File: src/rtl/fetch_stage_if.sv
// Instruction-memory fetch handshake between the fetch stage (master) and imem (slave).
// imem_rdata is valid in the same cycle that imem_ready is high.
interface fetch_stage_if #(
    parameter int ADDR_W = 16
) ();
    logic              imem_req;
    logic [ADDR_W-1:0] imem_addr;
    logic              imem_ready;
    logic [15:0]       imem_rdata;

    modport master (
        output imem_req,
        output imem_addr,
        input  imem_ready,
        input  imem_rdata
    );

    modport slave (
        input  imem_req,
        input  imem_addr,
        output imem_ready,
        output imem_rdata
    );
endinterface

File: src/rtl/fetch_stage.sv
// Instruction fetch stage with IF/ID register, one-entry stall buffer and branch redirect.
// Optional breakpoint halt enabled by defining FETCH_HALT_EN.
module fetch_stage #(
    parameter int                ADDR_W    = 16,
    parameter logic [ADDR_W-1:0] RESET_PC  = '0,
    parameter logic [15:0]       NOP_INSTR = 16'hBF00
) (
    input  logic              clk,
    input  logic              reset,
    fetch_stage_if.master     imem,
    input  logic              stall,
    input  logic              branch_taken,
    input  logic [ADDR_W-1:0] branch_target,
    output logic [15:0]       if_id_instr,
    output logic [ADDR_W-1:0] if_id_pc,
    output logic              if_id_valid,
    output logic              halted
);

`ifdef FETCH_HALT_EN
    localparam bit HALT_EN = 1'b1;
`else
    localparam bit HALT_EN = 1'b0;
`endif

    typedef enum logic [1:0] {
        IDLE  = 2'd0,
        FETCH = 2'd1,
        HELD  = 2'd2
    } state_t;

    state_t            r_state;
    state_t            w_state_nxt;

    logic [ADDR_W-1:0] r_pc,        w_pc_nxt;
    logic [15:0]       r_buf_instr, w_buf_instr_nxt;
    logic [ADDR_W-1:0] r_buf_pc,    w_buf_pc_nxt;
    logic              r_redir,     w_redir_nxt;
    logic [ADDR_W-1:0] r_redir_tgt, w_redir_tgt_nxt;
    logic [15:0]       r_instr,     w_instr_nxt;
    logic [ADDR_W-1:0] r_id_pc,     w_id_pc_nxt;
    logic              r_valid,     w_valid_nxt;
    logic              r_halted,    w_halted_nxt;

    logic [ADDR_W-1:0] w_tgt;
    logic              w_fire;
    logic              w_redir_now;
    logic              w_bkpt;

    assign w_tgt       = branch_target & ~ADDR_W'(1);
    assign w_fire      = (r_state == FETCH) && !r_halted && imem.imem_ready;
    assign w_redir_now = branch_taken || r_redir;
    assign w_bkpt      = HALT_EN && (imem.imem_rdata[15:8] == 8'hBE);

    // State register
    always_ff @(posedge clk or posedge reset) begin
        if (reset) r_state <= IDLE;
        else       r_state <= w_state_nxt;
    end

    // Next-state logic
    always_comb begin
        w_state_nxt = r_state;
        case (r_state)
            IDLE:    w_state_nxt = FETCH;
            FETCH:   if (w_fire && !w_redir_now && stall) w_state_nxt = HELD;
            HELD:    if (branch_taken || !stall) w_state_nxt = FETCH;
            default: w_state_nxt = IDLE;
        endcase
    end

    // Output logic
    always_comb begin
        imem.imem_req = (r_state == FETCH) && !r_halted;
    end

    assign imem.imem_addr = r_pc;

    // Datapath next values; a redirect always wins over stall and produces a bubble
    always_comb begin
        w_pc_nxt        = r_pc;
        w_buf_instr_nxt = r_buf_instr;
        w_buf_pc_nxt    = r_buf_pc;
        w_redir_nxt     = r_redir;
        w_redir_tgt_nxt = r_redir_tgt;
        w_instr_nxt     = r_instr;
        w_id_pc_nxt     = r_id_pc;
        w_valid_nxt     = r_valid;
        w_halted_nxt    = r_halted;
        case (r_state)
            FETCH: begin
                if (w_fire) begin
                    if (w_redir_now) begin
                        w_pc_nxt    = branch_taken ? w_tgt : r_redir_tgt;
                        w_redir_nxt = 1'b0;
                        w_instr_nxt = NOP_INSTR;
                        w_valid_nxt = 1'b0;
                    end else begin
                        w_pc_nxt = r_pc + ADDR_W'(2);
                        if (w_bkpt) w_halted_nxt = 1'b1;
                        if (stall) begin
                            w_buf_instr_nxt = imem.imem_rdata;
                            w_buf_pc_nxt    = r_pc;
                        end else begin
                            w_instr_nxt = imem.imem_rdata;
                            w_id_pc_nxt = r_pc;
                            w_valid_nxt = 1'b1;
                        end
                    end
                end else if (branch_taken) begin
                    w_instr_nxt = NOP_INSTR;
                    w_valid_nxt = 1'b0;
                    // No request is outstanding while halted, so redirect immediately
                    if (r_halted) begin
                        w_pc_nxt     = w_tgt;
                        w_halted_nxt = 1'b0;
                    end else begin
                        w_redir_nxt     = 1'b1;
                        w_redir_tgt_nxt = w_tgt;
                    end
                end else if (!stall) begin
                    w_instr_nxt = NOP_INSTR;
                    w_valid_nxt = 1'b0;
                end
            end
            HELD: begin
                if (branch_taken) begin
                    w_pc_nxt     = w_tgt;
                    w_halted_nxt = 1'b0;
                    w_instr_nxt  = NOP_INSTR;
                    w_valid_nxt  = 1'b0;
                end else if (!stall) begin
                    w_instr_nxt = r_buf_instr;
                    w_id_pc_nxt = r_buf_pc;
                    w_valid_nxt = 1'b1;
                end
            end
            default: ;
        endcase
    end

    always_ff @(posedge clk or posedge reset) begin
        if (reset) begin
            r_pc        <= RESET_PC;
            r_buf_instr <= NOP_INSTR;
            r_buf_pc    <= '0;
            r_redir     <= 1'b0;
            r_redir_tgt <= '0;
            r_instr     <= NOP_INSTR;
            r_id_pc     <= '0;
            r_valid     <= 1'b0;
            r_halted    <= 1'b0;
        end else begin
            r_pc        <= w_pc_nxt;
            r_buf_instr <= w_buf_instr_nxt;
            r_buf_pc    <= w_buf_pc_nxt;
            r_redir     <= w_redir_nxt;
            r_redir_tgt <= w_redir_tgt_nxt;
            r_instr     <= w_instr_nxt;
            r_id_pc     <= w_id_pc_nxt;
            r_valid     <= w_valid_nxt;
            r_halted    <= w_halted_nxt;
        end
    end

    assign if_id_instr = r_instr;
    assign if_id_pc    = r_id_pc;
    assign if_id_valid = r_valid;
    assign halted      = r_halted;

endmodule

File: src/flat_wrapper.sv
// flat-port wrapper written by rule: the top's interface ports become plain ports
module fetch_stage_flat 
#(
    parameter int                ADDR_W    = 16,
    parameter logic [ADDR_W-1:0] RESET_PC  = '0,
    parameter logic [15:0]       NOP_INSTR = 16'hBF00
)
  (clk, reset, stall, branch_taken, branch_target, if_id_instr, if_id_pc, if_id_valid, halted, imem_imem_req, imem_imem_addr, imem_imem_ready, imem_imem_rdata);
  fetch_stage_if #(.ADDR_W(ADDR_W)) imem_i ();
  input  logic clk;
  input  logic reset;
  input  logic stall;
  input  logic branch_taken;
  input  logic [ADDR_W-1:0] branch_target;
  output logic [15:0] if_id_instr;
  output logic [ADDR_W-1:0] if_id_pc;
  output logic if_id_valid;
  output logic halted;
  output wire logic [$bits(imem_i.imem_req)-1:0] imem_imem_req;
  output wire logic [$bits(imem_i.imem_addr)-1:0] imem_imem_addr;
  input wire logic [$bits(imem_i.imem_ready)-1:0] imem_imem_ready;
  input wire logic [$bits(imem_i.imem_rdata)-1:0] imem_imem_rdata;
  assign imem_imem_req = imem_i.imem_req;
  assign imem_imem_addr = imem_i.imem_addr;
  assign imem_i.imem_ready = imem_imem_ready;
  assign imem_i.imem_rdata = imem_imem_rdata;
  fetch_stage #(.ADDR_W(ADDR_W), .RESET_PC(RESET_PC), .NOP_INSTR(NOP_INSTR)) u_core (.clk(clk), .reset(reset), .imem(imem_i), .stall(stall), .branch_taken(branch_taken), .branch_target(branch_target), .if_id_instr(if_id_instr), .if_id_pc(if_id_pc), .if_id_valid(if_id_valid), .halted(halted));
endmodule
File: config.mk
export PLATFORM = sky130hd
export DESIGN_NAME = fetch_stage_flat
export DESIGN_NICKNAME = d
export VERILOG_FILES = /design/src/rtl/fetch_stage_if.sv /design/src/rtl/fetch_stage.sv /design/src/flat_wrapper.sv
export SDC_FILE = /design/constraint.sdc
export NUM_CORES = 1
export LEC_CHECK = 0
export CAP_MARGIN = 20
export CORE_ASPECT_RATIO = 0.8
export CORE_MARGIN = 2
export CORE_UTILIZATION = 40
export DETAILED_ROUTE_END_ITERATION = 10
export DONT_BUFFER_PORTS = 1
export GPL_ROUTABILITY_DRIVEN = 0
export GPL_TIMING_DRIVEN = 0
export HOLD_SLACK_MARGIN = 0.02
export SLEW_MARGIN = 25
export SYNTH_ARGS = -nofsm -noshare
export SYNTH_HDL_FRONTEND = slang
export SYNTH_SLANG_ARGS = --single-unit
File: constraint.sdc
create_clock -name clk -period 5.25 [get_ports clk]
set_input_delay 1.05 -clock clk [delete_from_list [all_inputs] [get_ports clk]]
set_output_delay 1.05 -clock clk [all_outputs]
set_load 0.05 [all_outputs]
; Yosys cells after proc, flatten, opt, wreduce, memory -nomap -nowiden
; Index checks and enable logic that the tools add are counted.
[totals]
ff_bits = 100
inputBits = 37
out_inout_bits = 51
elab_cells = 91
[op_classes]
n_addsub = 1
eq_ne = 18
n_mux = 38
n_bitwise = 3
n_reduce_logical = 21
[ops]
columns = op, n
row1 = 16-bit two-way mux, 18
row2 = 16-bit one-hot mux with 2 select lines, 3
row3 = 4-bit AND reduction, 5
row4 = "16-bit by 2-bit adder with 16-bit output, second input constant", 1
row5 = "2-bit != test, second input constant", 8
row6 = 1-bit two-way mux, 12
row7 = "2-bit by 1-bit != test with 1-bit output, second input constant", 3
row8 = 2-bit one-hot mux with 3 select lines, 1
row9 = 2-bit AND reduction, 3
row10 = 6-bit AND reduction, 1
row11 = 1-bit logical AND, 4
row12 = 2-bit two-way mux, 2
row13 = "4-bit by 3-bit != test with 1-bit output, second input constant", 1
row14 = "4-bit != test, second input constant", 1
row15 = 1-bit one-hot mux with 2 select lines, 2
row16 = 2-bit nonzero test, 2
row17 = 1-bit logical NOT, 3
row18 = "3-bit by 1-bit != test with 1-bit output, second input constant", 1
row19 = "3-bit by 2-bit != test with 1-bit output, second input constant", 1
row20 = "3-bit != test, second input constant", 1
row21 = 1-bit inverter, 3
row22 = "2-bit by 1-bit equality test with 1-bit output, second input constant", 1
row23 = "2-bit equality test, second input constant", 1
row24 = 2-bit logical NOT, 1
row25 = 1-bit logical OR, 2

; Longest topological paths before layout
[depth]
depth_word = 7
mapped_depth = 10
mapped_depth_nobuf = 6

; Worst setup path after synthesis
; Ideal clock, no wire load.
[synth_path]
kind = input -> register
startpoint = input imem_imem_ready
endpoint = register u_core.r_instr[0], in the netlist u_core.if_id_instr[0]
setup_ps = 125
t_arrival_ps = 2339
t_required_ps = 5125
path_slack_ps = 2786
path_stages = 6
n_path_buf = 2
cell_sequence = buf_2 -> nor2b_2 -> nor2_1 -> o311ai_4 -> buf_4 -> mux2_2
[synth_via]
elab_chain_len = 3
elab_cells_between_ends = 6
classes_between = eq/ne (2) / mux (2) / reduce/logical (2)
[synth_lines]
columns = item, line
row1 = "start, declared", flat_wrapper.sv:21  ; input wire logic [$bits(imem_i.imem_ready)-1:0] imem_imem_ready;
row2 = 1-bit logical AND *, fetch_stage.sv:51  ; assign w_fire = (r_state == FETCH) && !r_halted && imem.imem_ready;
row3 = "4-bit != test (no source line), or another cell as far along", --
row4 = 4-bit AND reduction (no source line) or 16-bit one-hot mux with 2 select lines (tied branches), --
row5 = "end signal, assigned", fetch_stage.sv:159  ; r_instr <= w_instr_nxt;
row6 = "end, declared", fetch_stage.sv:40  ; logic [15:0] r_instr, w_instr_nxt;
; Every way passes the cells marked *; elsewhere a longest branch is shown, timed or not.
; A chain may end at the register's enable or synchronous reset.

; Final worst setup path
[layout_path]
startpoint = register u_core.r_state[1]
endpoint = register u_core.r_pc[4], in the netlist u_core.imem.imem_addr[4]
[layout_via]
elab_chain_len = 5
elab_cells_between_ends = 11
classes_between = eq/ne (5) / mux (2) / reduce/logical (4)
[layout_lines]
columns = item, line
row1 = "start, declared", fetch_stage.sv:32  ; state_t r_state;
row2 = "start signal, assigned", fetch_stage.sv:58  ; else r_state <= w_state_nxt;
row3 = 2-bit by 1-bit equality test with 1-bit output *, --
row4 = 1-bit logical AND *, --
row5 = named net imem_imem_req, flat_wrapper.sv:19  ; output wire logic [$bits(imem_i.imem_req)-1:0] imem_imem_req;
row6 = 1-bit logical AND *, fetch_stage.sv:51
row7 = "3-bit by 1-bit != test with 1-bit output (no source line), or another cell as far along", --
row8 = 4-bit AND reduction (no source line) or 16-bit one-hot mux with 2 select lines (tied branches), --
row9 = "end signal, assigned", fetch_stage.sv:154  ; r_pc <= w_pc_nxt;
row10 = "end, declared", fetch_stage.sv:35  ; logic [ADDR_W-1:0] r_pc, w_pc_nxt;
; Mark *: on every way through the listed nets, which the timed path passes. The rest lies on a longest branch.

==> results by group <==
Cells and area
  – Layout cell share with drive strength beyond 1: 24.3%
  – Area Overhead vs Synth: 11.2%
  – Antenna Diode Count: 0
  – Nets: 481

Yosys
  – Commonest register cell after synthesis: dfrtp_1
  – Post-synthesis mux area share: 17.3%
  – Synth Area in Compound Gates: 13.3%
  – Yosys reg bits: 96
  – Syn avg cell area: 11.1 um^2
  – Largest family of logic cells by synthesized area: multiplexers
  – Sequential element share of the synthesized area: 51.4%
  – Post-synth EDFFs: 0
  – Syn Inst Count: 425
  – Synth Cell Area: 4710 um^2
  – Synth Area in Simple Gates: 10.3%
  – Distinct cells, synth: 52
  – Ys async rst share: 100%
  – Post-Synth XOR/XNOR Area: 1.12%
  – Area share of fa/ha/maj cells after synthesis: 1.33%
  – YS warnings: 0

GRT
  – Number of global-route vias before repair: about 3200
  – Largest net degree at the start of global routing: 76
  – Total gr overflow: 0
  – First-pass GRT wire length: 17600 um
  – Total GRT Usage: about 18%
  – Initial antenna violation count: 0

Route
  – Via count: 3268
  – Pre-antenna DRT Iters: 4
  – WL final: around 11000 um
  – Final routed DRC violation total: 0
  – Routed len/inst: 18.7 um
  – Via density: 5.52
  – Initial DRC count: 279
  – Routed Antenna Nets: 0

STA
  – RSZ-0062 raised after global routing: false
  – Min Tclk post-route: around 2.8 ns
  – Fin. Hold Viols: 0
  – Max-slew violations: 0
  – Worst Max-Slew Pin Slew: 0.783 ns
  – Setup TNS: 0 ns
  – Clock Skew: around 0.0042 ns
  – Slew HR: 47.8%
  – Final period utilization: 53.2%
  – Final setup fails: 0
  – FMAX: roughly 0.36 GHz

Power and ir drop
  – Total power: 3410 uW
  – Sequential power share: 54.1%
  – Clk pwr share: 19.4%
  – Switching share of power: 44.3%
  – Comb power frac: 26.5%
  – Peak VDD IR: 0.235 mV
  – Internal power: 1900 uW
  – Sw power: 1510 uW
  – Leak Pwr: 0.00231 uW
  – PwrDens: 652 nW/um^2

CTS
  – Clock sinks: 96
  – CTS tree: done
  – # resized after CTS: 0
  – Root Driver: clkbuf_16
  – H-Tree Depth: 3
  – Deepest clock path buffer count: 2
  – Postcts setup bufs: 0
  – Clock latency at the later pin of the worst-skew pair: roughly 0.34 ns
  – Clk slew on worst S/H paths: 0.06 ns
  – # hold bufs at CTS: 0
  – CTS buffer count: 9

Critical path
  – Setup crit end kind: flop
  – CP max FO: 10
  – Critical Path Max Stage Delay: slightly above 0.6 ns
  – Setup CP Type: reg -> reg
  – Worst path bufs/invs: 4
  – Critical Path Start Type: flop
  – Crit path DAT: 3.05 ns
  – Crit path required time: around 5.5 ns
  – Cell family with most CP delay: buffers and inverters
  – CP Cell Sequence: inv_1 -> ha_1 -> buf_4 -> mux2i_1 -> nand2b_1 -> buf_2 -> buf_2 -> a21oi_1 -> a21oi_1
  – CP max-delay cell: ha_1

Floorplanning
  – Io pins: 88
  – Die width: roughly 130 um
  – FP Rows: 35
  – Initial core utilization: a little over 40%
  – Core ar.: 11500 um^2
  – Die Y: 101 um
  – DIE AREA: ~13000 um^2

Placement
  – Port bufs: 0
  – Post-DP HPWL: 7880 um

Hold path
  – HP Class: reg -> reg

Job
  – MaxCap Viol Count: 0

Status
  – Status: completed
[per-layer routing]
layer	part of all wire, %	up-vias	GRT usage, %
met1	46	1644	25.0
met5	0	-	0
li1	-	1540	-
met4	1.2	0	6.15
met2	46	74	27.0
met3	6.9	10	5.79
[stage by stage]
step,area [um^2],utilization [%],instances,hold WS (ns),setup slack [ns]
after floorplan,4720,-,427,0.450,1.72
after global placement,4900,42.6,575,0.461,0.626
after detailed placement,4930,42.8,576,0.474,2.48
after CTS,5240,45.5,592,0.489,2.47
after global routing,5240,45.5,592,0.507,2.22
final,5240,45.5,592,0.482,2.46
[final timing paths]
kind | cells past startpoint | to | slack [ns] | from
max | 9 | u_core.imem.imem_addr[4]$_DFFE_PP0P_ | 2.46 | u_core.r_state[1]$_DFFE_PP0P_
min | 2 | u_core.r_buf_pc[6]$_DFFE_PP0P_ | 0.48 | u_core.r_buf_pc[6]$_DFFE_PP0P_
max reg2reg | 9 | u_core.imem.imem_addr[4]$_DFFE_PP0P_ | 2.46 | u_core.r_state[1]$_DFFE_PP0P_
min reg2reg | 2 | u_core.r_buf_pc[6]$_DFFE_PP0P_ | 0.48 | u_core.r_buf_pc[6]$_DFFE_PP0P_
max in group asynchronous | 2 | u_core.r_buf_instr[12]$_DFFE_PP1P_ | 4.10 | reset
min in group asynchronous | 1 | u_core.if_id_pc[15]$_DFFE_PP0P_ | 0.51 | reset
[layout make-up]
class | count | area, um^2
well taps | 148 | 185
flip-flops and latches | 96 | 2420
inverters | 19 | 76.3
fillers | 1067 | 6280
multi-input cells | 277 | 2050
clock inverters | 3 | 40.0
repair buffers | 1 | 27.5
clock buffers | 13 | 260
plain buffers | 35 | 171
[power groups by stage]
stage                     logic [uW]  registers (uW)  clock network [uW]
after floorplan                  740            1760                   0
final                            904            1850                 663
after detailed placement         908            1860                   0
after global placement           878            1850                   0
after CTS                        911            1850                 683
after global routing            1020            1890                 710
[layout by cell type, fill, tap and decap left out, drive strengths merged, types with 13 or more instances in the layout]
master and instances:
nand2 37, mux2 50, nand3 13, inv 19, dfstp 14, o21ai 32, mux2i 25, clkbuf 26
buf 23, a21oi 20, dfrtp 82
[sequential cells by signal, summed over array words and instances (netlist names)]
| signal | count |
|---|---|
| u_core.r_redir | 1 |
| u_core.if_id_valid | 1 |
| u_core.r_state | 2 |
| u_core.if_id_pc | 15 |
| u_core.imem.imem_addr | 15 |
| u_core.r_redir_tgt | 15 |
| u_core.if_id_instr | 16 |
| u_core.r_buf_pc | 15 |
| u_core.r_buf_instr | 16 |
[cells by family (layout without fill, tap and decap cells)]
logic type | after synthesis | count (layout)
flip-flops | 96 | 96
AO/OA/AOI/OAI | 95 | 95
AND/OR/NAND/NOR | 93 | 93
multiplexers | 75 | 75
buffers and inverters | 54 | 71
XOR/XNOR | 6 | 6
adder cells (fa/ha/maj) | 5 | 5
other | 1 | 3
[worst register-to-register path, delay by kind of cell (launching register included)]
| family | cells | cell delay, ns |
|---|---|---|
| compound gates | 2 | 0.26 |
| fa+ha+maj | 1 | 0.61 |
| buf+inv | 4 | 0.88 |
| simple gates | 1 | 0.15 |
| flops | 1 | 0.40 |
| mux | 1 | 0.41 |
[synth_stat cells (3+ instances only)]
master    number  share of area (%)
a21oi_1       20                2.1
a221o_1        3               0.64
a22o_1         9                1.7
a22oi_1        4               0.64
buf_2         17                1.8
buf_4          5               0.80
clkbuf_1      13                1.0
dfrtp_1       82                 44
dfstp_2       14                7.8
ha_1           5                1.3
inv_1         19                1.5
mux2_2        50                 12
mux2i_1       25                5.3
nand2_1       36                2.9
nand2b_1       8                1.1
nand3_1       12                1.3
nand3b_1       4               0.64
nand4_1        4               0.53
nor2_1         8               0.64
nor3_1         5               0.53
o21ai_0       32                3.4
o22ai_1        9                1.2
xnor2_1        4               0.74
Power figures use the tool's default switching activity.
